--- config.mk ---
export PLATFORM = sky130hd
export DESIGN_NAME = rx_frame_ctrl
export DESIGN_NICKNAME = d
export VERILOG_FILES = /design/src/rtl/rx_frame_ctrl_pkg.sv /design/src/rtl/rx_frame_ctrl.sv
export SDC_FILE = /design/constraint.sdc
export NUM_CORES = 1
export LEC_CHECK = 0
export CELL_PAD_IN_SITES_DETAIL_PLACEMENT = 1
export CELL_PAD_IN_SITES_GLOBAL_PLACEMENT = 1
export CORE_MARGIN = 5
export CORE_UTILIZATION = 33
export DETAILED_ROUTE_END_ITERATION = 12
export PLACE_DENSITY_LB_ADDON = 0.1
export SLEW_MARGIN = 20
export SYNTH_ARGS = -nofsm -noshare
export SYNTH_HDL_FRONTEND = slang
export SYNTH_SLANG_ARGS = --single-unit
--- constraint.sdc ---
create_clock -name CLK -period 2.33 [get_ports CLK]
set_clock_uncertainty 0.1 [all_clocks]
set_input_delay 0.466 -clock CLK [delete_from_list [all_inputs] [get_ports CLK]]
set_output_delay 0.466 -clock CLK [all_outputs]
set_load 0.01 [all_outputs]
--- src/rtl/rx_frame_ctrl_pkg.sv ---
// Shared definitions for rx_frame_ctrl: command opcodes, FSM states and
// the register-file addresses that hold the two ALU operands.
package rx_frame_ctrl_pkg;

  localparam logic [7:0] CMD_WR     = 8'hAA;
  localparam logic [7:0] CMD_RD     = 8'hBB;
  localparam logic [7:0] CMD_ALU_OP = 8'hCC;
  localparam logic [7:0] CMD_ALU_NO = 8'hDD;

  localparam int ALU_A_ADDR = 0;
  localparam int ALU_B_ADDR = 1;

  typedef enum logic [3:0] {
    IDLE,
    WR_ADDR,
    WR_DATA,
    RD_ADDR,
    RD_WAIT,
    OP_A,
    OP_B,
    ALU_FUNC,
    ALU_WAIT,
    TX_LO,
    TX_HI
  } state_t;

endpackage

--- src/rtl/rx_frame_ctrl.sv ---
// rx_frame_ctrl: decodes command frames arriving byte-by-byte from a UART
// receiver, drives register-file and ALU strobes, and returns read data or
// ALU results through a valid/ready byte handshake.
// All outputs are registered; next values come from one combinational block.
// Optional: define RX_FRAME_CTRL_ERR_CNT_EN to add a saturating 8-bit
// ERR_CNT output counting FRAME_ERR pulses.
module rx_frame_ctrl
  import rx_frame_ctrl_pkg::*;
#(
  parameter int ADDR_W = 4,
  parameter int DATA_W = 8
) (
  input  logic                  CLK,
  input  logic                  RST,
  input  logic [DATA_W-1:0]     RX_P_DATA,
  input  logic                  RX_D_VLD,
  input  logic                  RX_PAR_ERR,
  input  logic                  RX_STP_ERR,
  output logic                  RF_WrEn,
  output logic                  RF_RdEn,
  output logic [ADDR_W-1:0]     RF_Address,
  output logic [DATA_W-1:0]     RF_WrData,
  input  logic [DATA_W-1:0]     RF_RdData,
  input  logic                  RF_RdData_VLD,
  output logic                  ALU_EN,
  output logic [3:0]            ALU_FUN,
  input  logic [2*DATA_W-1:0]   ALU_OUT,
  input  logic                  ALU_OUT_VLD,
  output logic [DATA_W-1:0]     TX_P_DATA,
  output logic                  TX_VALID,
  input  logic                  TX_READY,
  output logic                  FRAME_ERR
`ifdef RX_FRAME_CTRL_ERR_CNT_EN
  ,
  output logic [7:0]            ERR_CNT
`endif
);

  state_t              state, nxt_state;
  logic [2*DATA_W-1:0] res_q, nxt_res;
  logic                nxt_wren, nxt_rden, nxt_alu_en, nxt_ferr, nxt_txv;
  logic [ADDR_W-1:0]   nxt_addr;
  logic [DATA_W-1:0]   nxt_wdata, nxt_txd;
  logic [3:0]          nxt_fun;
  logic                consume, byte_ok, byte_bad;

  assign byte_ok  = RX_D_VLD & ~RX_PAR_ERR & ~RX_STP_ERR;
  assign byte_bad = RX_D_VLD & (RX_PAR_ERR | RX_STP_ERR);
  // Wait and transmit states ignore incoming bytes entirely, errors included.
  assign consume  = state inside {IDLE, WR_ADDR, WR_DATA, RD_ADDR, OP_A, OP_B, ALU_FUNC};

  // Next-state and next-output decode; strobes default low, data holds.
  always_comb begin
    nxt_state  = state;
    nxt_wren   = 1'b0;
    nxt_rden   = 1'b0;
    nxt_alu_en = 1'b0;
    nxt_ferr   = 1'b0;
    nxt_addr   = RF_Address;
    nxt_wdata  = RF_WrData;
    nxt_fun    = ALU_FUN;
    nxt_res    = res_q;
    nxt_txd    = TX_P_DATA;
    nxt_txv    = TX_VALID;
    if (consume && byte_bad) begin
      nxt_ferr  = 1'b1;
      nxt_state = IDLE;
    end else begin
      case (state)
        IDLE: if (byte_ok) begin
          case (RX_P_DATA)
            CMD_WR:     nxt_state = WR_ADDR;
            CMD_RD:     nxt_state = RD_ADDR;
            CMD_ALU_OP: nxt_state = OP_A;
            CMD_ALU_NO: nxt_state = ALU_FUNC;
            default:    nxt_ferr  = 1'b1;
          endcase
        end
        WR_ADDR: if (byte_ok) begin
          nxt_addr  = RX_P_DATA[ADDR_W-1:0];
          nxt_state = WR_DATA;
        end
        WR_DATA: if (byte_ok) begin
          nxt_wdata = RX_P_DATA;
          nxt_wren  = 1'b1;
          nxt_state = IDLE;
        end
        RD_ADDR: if (byte_ok) begin
          nxt_addr  = RX_P_DATA[ADDR_W-1:0];
          nxt_rden  = 1'b1;
          nxt_state = RD_WAIT;
        end
        RD_WAIT: if (RF_RdData_VLD) begin
          nxt_txd   = RF_RdData;
          nxt_txv   = 1'b1;
          nxt_state = TX_HI;
        end
        OP_A: if (byte_ok) begin
          nxt_addr  = ADDR_W'(ALU_A_ADDR);
          nxt_wdata = RX_P_DATA;
          nxt_wren  = 1'b1;
          nxt_state = OP_B;
        end
        OP_B: if (byte_ok) begin
          nxt_addr  = ADDR_W'(ALU_B_ADDR);
          nxt_wdata = RX_P_DATA;
          nxt_wren  = 1'b1;
          nxt_state = ALU_FUNC;
        end
        ALU_FUNC: if (byte_ok) begin
          nxt_fun    = RX_P_DATA[3:0];
          nxt_alu_en = 1'b1;
          nxt_state  = ALU_WAIT;
        end
        ALU_WAIT: if (ALU_OUT_VLD) begin
          nxt_res   = ALU_OUT;
          nxt_txd   = ALU_OUT[DATA_W-1:0];
          nxt_txv   = 1'b1;
          nxt_state = TX_LO;
        end
        // Low byte accepted: present high byte, keep TX_VALID asserted.
        TX_LO: if (TX_READY) begin
          nxt_txd   = res_q[2*DATA_W-1:DATA_W];
          nxt_state = TX_HI;
        end
        TX_HI: if (TX_READY) begin
          nxt_txv   = 1'b0;
          nxt_state = IDLE;
        end
        default: nxt_state = IDLE;
      endcase
    end
  end

  // State and output registers; reset wins over any frame in flight.
  always_ff @(posedge CLK) begin
    if (RST) begin
      state      <= IDLE;
      RF_WrEn    <= 1'b0;
      RF_RdEn    <= 1'b0;
      RF_Address <= '0;
      RF_WrData  <= '0;
      ALU_EN     <= 1'b0;
      ALU_FUN    <= '0;
      res_q      <= '0;
      TX_P_DATA  <= '0;
      TX_VALID   <= 1'b0;
      FRAME_ERR  <= 1'b0;
    end else begin
      state      <= nxt_state;
      RF_WrEn    <= nxt_wren;
      RF_RdEn    <= nxt_rden;
      RF_Address <= nxt_addr;
      RF_WrData  <= nxt_wdata;
      ALU_EN     <= nxt_alu_en;
      ALU_FUN    <= nxt_fun;
      res_q      <= nxt_res;
      TX_P_DATA  <= nxt_txd;
      TX_VALID   <= nxt_txv;
      FRAME_ERR  <= nxt_ferr;
    end
  end

`ifdef RX_FRAME_CTRL_ERR_CNT_EN
  // Saturating count of discarded frames, updated with each FRAME_ERR pulse.
  always_ff @(posedge CLK) begin
    if (RST)                            ERR_CNT <= '0;
    else if (nxt_ferr && ERR_CNT != 8'hFF) ERR_CNT <= ERR_CNT + 8'd1;
  end
`endif

endmodule

==> flow_summary_export.csv <==
group,metric,value,unit
clock_tree,cts_max_level,2,
sta,tns,0,ps
global_route,grt_pass1_wl,9991,µm
synth,muxShareOfSynthArea,9.587,%
layout,fill_cells,745,
worst_setup_path,startpoint,"RX_P_DATA[6]",
sta,setup_viol,0,
worst_hold_path,hold_end,"res_q[10]",
worst_hold_path,hp-start,"res_q[10]",
power_and_ir_drop,ir_drop,0.0002076,V
floorplanning,ios,69,
sta,finalHoldViolations,0,
worst_setup_path,cp.required,2420,ps
clock_tree,root_buffer,"clkbuf_8",
worst_hold_path,min_path_cells,2,
synth,synth_top_family_by_area,"simple AND/OR/NAND/NOR gates",
power_and_ir_drop,power.density,467.0,nW/µm²
floorplanning,rows,29,
sta,max_slew_margin,67.65,%
floorplanning,core,6241,µm²
clock_tree,cts.repair.resized,0,
synth,synth_xor_area_share,1.618,%
place,gp_congestion,0.8475,
worst_setup_path,crit_arrival,2150,ps
global_route,grt_max_degree,24,
layout,final_nets,353,
synth,synth_ff_type,"dfxtp_1",
synth,synth_compound_area_share,18.15,%
worst_setup_path,reg2reg_from,"state[0]",
sta,rsz0062_at_grt,"false",
detailed_routing,drtPass1Iterations,4,
job,drv_cap,0,
detailed_routing,finalWirelength,6180,µm
synth,synth-async-reset-ratio,0,%
global_route,grt_pass1_vias,1999,
sta,finalCriticalPeriod,2060,ps
clock_tree,clock_path_buffers,2,
floorplanning,initial_core_util,33.46,%
layout,diodes,0,
worst_setup_path,worstSetupStartpointType,"input port",
detailed_routing,viasPerCell,4.941,
synth,yosysWarnings,0,
global_route,grt_usage,15.93,%
power_and_ir_drop,power,0.001409,W
sta,worst_pin_slew,484.6,ps
floorplanning,die_h,89.55,µm
worst_setup_path,r2r_slack,450,ps
synth,postSynthCellCount,235,
place,dp_hpwl,4698,µm
worst_setup_path,cp_max_fo,4,
sta,fin_crit_sh,88.41,%
worst_setup_path,path_class,"in -> reg",
place,numPortBuffers,68,
synth,synthAdderAreaFrac,0,%
synth,ys_ff_latch,41,
detailed_routing,via_count,1927,
synth,synth-edff-count,0,
clock_tree,cts_tree,"built",
layout,areaGrowthSynthToFinish,44.46,%
power_and_ir_drop,p_leak,1.023,nW
detailed_routing,detail-route-antenna-nets,0,
worst_setup_path,critPathCaptureType,"flop",
layout,design_area,3017,µm²
clock_tree,clock_latency,290,ps
detailed_routing,wire_per_inst,15.85,µm
place,post_dp_cell_area,2913,µm²
clock_tree,path_clk_slew,80,ps
worst_setup_path,reg2reg_to,"state[1]",
outcome,outcome,"complete, no violations",
sta,slew_violations,0,
clock_tree,cts_made_buffers,5,
detailed_routing,drt_iter0_markers,90,
synth,syn-num-nets,275,
layout,postLayoutCoreUtil,48.34,%
synth,synth.yosys.seq_area_share,39.30,%
clock_tree,clock_sinks,41,
clock_tree,postCtsSetupBuffers,0,
layout,drive_above_1_share,14.06,%
worst_setup_path,r2r_cells,5,
detailed_routing,drc,0,
global_route,gr-total-overflow,0,
synth,synth_area_per_cell,8.886,µm²
synth,syn_area,2088,µm²
synth,ys_types,50,
worst_hold_path,min_path_type,"reg -> reg",
sta,max_freq,485.4,MHz
floorplanning,die_x,89.55,µm
floorplanning,die_area,8019,µm²
clock_tree,hold_buffers,0,
synth,yosys.area_share.simple,26.72,%
global_route,grt_antenna_before_repair,0,
final cells by class:
class | instances | area [µm²] | share of cell area (%)
clock buffers | 5 | 68.82 | 2.281
clock inverters | 2 | 35.03 | 1.161
inverters | 1 | 3.754 | 0.1244
multi-input cells | 179 | 1171 | 38.82
flip-flops and latches | 41 | 820.8 | 27.21
well taps | 77 | 96.34 | 3.194
repair buffers | 85 | 820.8 | 27.21
worst max path at each step:
stage | endpoint | slack (ps) | cells past startpoint
finish | state[1] | 270 | 6
global route | state[2] | 120 | 5
CTS | state[1] | 300 | 6
detailed placement | state[1] | -20 | 6
global placement | state[1] | 50 | 6
floorplan | RF_WrData[0] | 550 | 5
critical path: stages:
cell	delay, ps
clkdlybuf4s50_1	500
nor4bb_1	470
or2_2	240
a21o_1	200
nand3_1	100
and3b_1	180
layer usage:
| layer | global-route usage, % | wire length, µm |
|---|---|---|
| met5 | 0 | 0 |
| met2 | 25.27 | 2886 |
| met1 | 22.36 | 3020 |
| met4 | 2.842 | 44 |
| met3 | 3.502 | 229 |
report_power, final:
group | internal (W) | switching (W)
sequential | 0.000702 | 0.00000126
clock | 0.000312 | 0.000248
combinational | 0.0000889 | 0.0000569
total | 0.00110 | 0.000306
state kept, by name (all words and copies together) (netlist names):
register / flops
ALU_FUN: 4
RF_WrData: 8
RF_RdEn: 1
RF_Address: 4
RF_WrEn: 1
FRAME_ERR: 1
res_q: 8
TX_P_DATA: 8
state: 4
TX_VALID: 1
ALU_EN: 1
Yosys cell counts, types with 3 or more instances:
library cell  number  area [µm²]
nand3_1           10       50.05
clkbuf_1           5       18.77
mux2i_1           20       200.2
buf_6              3       33.78
a21oi_1           14       70.07
a211oi_1           7       52.55
o21ai_0            4       20.02
a221oi_1           8       70.07
buf_4              3       22.52
and2_1             3       18.77
dfxtp_1           41       820.8
nor2_1            41       153.9
nor3b_1            4       30.03
nand2_1           25       93.84
nand2_2            3       18.77
per-stage QoR:
stage	setup WS, ps	hold WS (ps)	std cells
global placement	48.85	344.2	383
CTS	299.5	371.0	390
floorplan	552.7	336.4	235
global route	118.2	381.2	390
detailed placement	-24.99	359.3	383
finish	269.9	374.0	390
logic make-up after synthesis:
logic type,after synthesis
AOI/OAI and AO/OA,49
and+or+nand+nor,107
DFF,41
muxes,20
buffers and inverters,15
xor gates and xnor gates,3
cells in the final DEF, fill, tap and decap left out, drive strengths merged, types with 3 or more instances in the layout:
cell type	synthesis	routed
a211oi	9	9
a21oi	16	16
a221oi	9	9
and2	3	3
buf	8	17
clkbuf	6	5
clkdlybuf4s50	0	68
dfxtp	41	41
mux2i	20	20
nand2	29	29
nand3	10	10
nor2	42	42
nor2b	3	3
nor3	5	5
nor3b	4	4
o21ai	4	4
Note: power is estimated with default switching activity, not from simulation.
==> RTL edit 1, RTL diff (config.mk and constraints unchanged) <==
Change the parameter `ADDR_W` from 4 to 5.
--- a/src/rtl/rx_frame_ctrl.sv
+++ b/src/rtl/rx_frame_ctrl.sv
@@ -8,5 +8,5 @@
   import rx_frame_ctrl_pkg::*;
 #(
-  parameter int ADDR_W = 4,
+  parameter int ADDR_W = 5,
   parameter int DATA_W = 8
 ) (
Ports: changed (resized RF_Address); port bits go from 69 to 70. No check against the original RTL was run, so the function may have changed too.
==> RTL edit 1 against the unedited design <==
  * Power rose by 1.7%
  * Hold slack got worse by 0.013 ns
  * Synthesized area grew 3.4%
  * Wire length up 5.8%
  * Synthesized cell count increased by 8.1%
  * Sequential cell count rose by 1
  * Worst setup slack got worse by 0.029 ns
  * Design area increased by 2.4%
  * Core utilization rose by 0.29 points
  * Via count increased by 7.7%
  * Register-to-register slack got worse by 0.02 ns
  * Largest cell class unchanged
  * Largest power group unchanged
==> RTL edit 1: results (changes against the unedited design) <==
* Clock buf count at 6 (was 5)
* Post-Place Cells at 399 (was 383)
* Seq/Total Area, Yosys at 0.3896 (was 0.3930)
* First-pass GRT wire length at 10940 microns (was 9991 microns)
* Worst vdd ir at 0.2978 mV (was 0.2076 mV)
* Vias per cell at 5.101 (was 4.941)
* Mean cell area of the mapped netlist at 8.497 sq um (was 8.886 sq um)
* I/O Buffers at 69 (was 68)
* DP Worst Slack at -0.08504 ns (was -0.02499 ns)
* Leakage at 1.057 nW (was 1.023 nW)
* Multi-In Gates at 187 (was 179)
* Crit path max fanout at 9 (was 4)
* 1st-iter DRT viols at 103 (was 90)
* Syn_nets at 294 (was 275)
* Arr. time, crit path at 2.17 ns (was 2.15 ns)
* # fillers at 763 (was 745)
* Inverters at 5 (was 1)
* CP max-delay cell: or3b_2 (was clkdlybuf4s50_1)
* Share of layout cells above drive strength 1 at 0.1152 (was 0.1406)
* DR vias at 2076 (was 1927)
* Slew HR at 0.5941 (was 0.6765)
* Synth cell types at 48 (was 50)
* Outcome: finished clean (unchanged)
* Fin nets at 369 (was 353)
* Crit-path max cell delay at 0.54 ns (was 0.50 ns)
* Largest net degree at the start of global routing at 26 (was 24)
## RTL edit 1: cell types whose count changed after synthesis, sizes merged, moves of 4 or more
cell,delta
nor2,-26
nand2,+12
o21ai,+12
a221oi,-9
a31oi,+9
a211oi,-6
a311oi,+6
buf,+6
nand4,+5
inv,+4
mux2i,-4
nor3b,+4
## RTL edit 1: final timing paths
path                   from      endpoint  slack, ns  cells after the start
setup / recovery   RX_D_VLD  RF_WrData[7]       0.24                      6
hold / removal    res_q[14]     res_q[14]       0.36                      2
setup reg to reg   state[1]    ALU_FUN[0]       0.43                      4
hold reg to reg   res_q[14]     res_q[14]       0.36                      2
## RTL edit 1: cell families (layout without fill, tap and decap cells)
kind of cell,after synthesis,count (layout),synth area share
simple gates,103,103,0.2545
compound gates,64,64,0.2035
flops,42,42,0.3896
buf+inv,25,101,0.06203
mux,16,16,0.07420
xor+xnor,4,4,0.01623
## RTL edit 1: per-stage QoR
stage                 util  cell area [sq um]  power, mW
finish              0.4863               3088      1.433
CTS                 0.4863               3088      1.454
global route        0.4863               3088      1.494
floorplan                -               2158     0.7734
global placement    0.4690               2978     0.8671
detailed placement  0.4690               2978     0.8679
## RTL edit 1: metal layers
metal	wire length [microns]	up-vias	global-route usage
li1	-	1063	-
met1	3296	971	0.2299
met2	2984	36	0.2482
met3	196	6	0.03083
met4	62	0	0.04401
met5	0	-	0
## RTL edit 1: power breakdown
group	internal (mW)	leakage (nW)	switching [mW]
Combinational	0.0799	0.667	0.0518
Clock	0.320	0.0514	0.263
Sequential	0.718	0.338	0.000319
## RTL edit 1: worst register-to-register path: cells and delay by family (launching register included)
family | cells | cell delay, ns
flip-flops | 1 | 0.71
multiplexers | 1 | 0.23
AND/OR/NAND/NOR | 3 | 0.76
==> RTL edit 2, RTL diff (same settings) <==
Without the edit above. `RF_WrData` no longer has a reset.
--- a/src/rtl/rx_frame_ctrl.sv
+++ b/src/rtl/rx_frame_ctrl.sv
@@ -140,5 +140,4 @@
       RF_RdEn    <= 1'b0;
       RF_Address <= '0;
-      RF_WrData  <= '0;
       ALU_EN     <= 1'b0;
       ALU_FUN    <= '0;
@@ -152,5 +151,4 @@
       RF_RdEn    <= nxt_rden;
       RF_Address <= nxt_addr;
-      RF_WrData  <= nxt_wdata;
       ALU_EN     <= nxt_alu_en;
       ALU_FUN    <= nxt_fun;
@@ -160,4 +158,8 @@
       FRAME_ERR  <= nxt_ferr;
     end
+  end
+
+  always_ff @(posedge CLK) begin
+    RF_WrData <= nxt_wdata;
   end
 
Formal check against the unedited RTL: differs if RST is asserted again (counterexample within 4 cycles, from zero or initial values and one cycle with RST high); with RST held inactive, the same outputs for 10 cycles.
==> RTL edit 2 against the unedited design <==
  * Worst setup slack worse by 0.0095 ns
  * Register-to-register slack lost 0.10 ns
  * Power is 2.7% higher
  * Count of clock-buffer cells in the layout did not move
  * Die area decreased by 2.7%
  * Final cell count is 7.7% lower
  * Sequential power is 2.8% higher
  * Critical path depth unchanged
  * Wire length fell by 9.7%
  * Design area down 2.8%
  * Sequential cell count unchanged
  * Synthesized area fell by 3.1%
  * Critical path type unchanged
  * Critical endpoint is now state[0]
==> RTL edit 2: results (changes against the unedited design) <==
* Leakage at 1.073 nW (was 1.023 nW)
* Clk. pwr at 0.590 mW (was 0.559 mW)
* HP Start: RF_Address[3] (was res_q[10])
* Multi-In Gates at 153 (was 179)
* GR Util met2 at 0.2570 (was 0.2527)
* Outcome: finished clean (unchanged)
* Seq/Total Area, Yosys at 0.4450 (was 0.3930)
* Register share of the cell area at 0.3073 (was 0.2721)
* Inverters at 2 (was 1)
* Worst setup path endpoint: state[0] (was state[1])
* Final clock-cell share at 0.03841 (was 0.03443)
* Vias in the first global route at 1856 (was 1999)
* DR vias at 1769 (was 1927)
* RD Place Congestion at 0.7643 (was 0.8475)
* Total track usage at 0.1473 (was 0.1593)
* Hold WS at 0.3585 ns (was 0.3740 ns)
* Post-synth top cells: 37 x nor2_1, 33 x dfxtp_1, 29 x mux2i_1, 17 x a21oi_1 (was 41 x dfxtp_1, 41 x nor2_1, 25 x nand2_1, 20 x mux2i_1, 14 x a21oi_1)
* Slew HR at 0.3626 (was 0.6765)
* Routed met1 length at 2374 microns (was 3020 microns)
* Crit. Startpoint: RX_P_DATA[2] (was RX_P_DATA[6])
* Reg2Reg Depth at 4 (was 5)
* Number of sequential cells at 41 (unchanged)
* WL final at 5579 microns (was 6180 microns)
* DPL Wire Length at 4269 microns (was 4698 microns)
* Internal Power at 1.129 mW (was 1.103 mW)
* Met1 Use GR at 0.1717 (was 0.2236)
* DP Worst Slack at -0.02298 ns (was -0.02499 ns)
* Max frequency at 483.2 MHz (was 485.4 MHz)
[RTL edit 2: cell count changes after synthesis, moves of 3 or more]
cell	change
a211oi_1	-6
a21oi_1	+3
a221oi_1	-8
dfxtp_1	-8
edfxtp_1	+8
mux2i_1	+9
nand2_1	-17
nand2_2	-3
nand3_1	-5
nand3b_1	+4
nor2_1	-4
[RTL edit 2: through the flow]
stage,utilization,instances
5_1_grt,0.4922,360
4_1_cts,0.4922,360
6_report,0.4922,360
2_1_floorplan,-,209
3_5_place_dp,0.4733,352
3_3_place_gp,0.4733,352
[RTL edit 2: critical path, cell delays in order]
cell             delay [ns]
clkdlybuf4s50_1        0.56
nor4bb_1               0.37
or2_1                  0.19
a21o_1                 0.18
nand2_1                0.11
o41ai_2                0.28
[RTL edit 2: logic make-up (layout without fill, tap and decap cells)]
family	after synthesis	after routing	share of synthesized area
simple gates	82	82	0.2163
xor+xnor	5	5	0.02163
mux	29	29	0.1434
flops	41	41	0.4450
buf+inv	15	91	0.04820
compound gates	37	37	0.1255
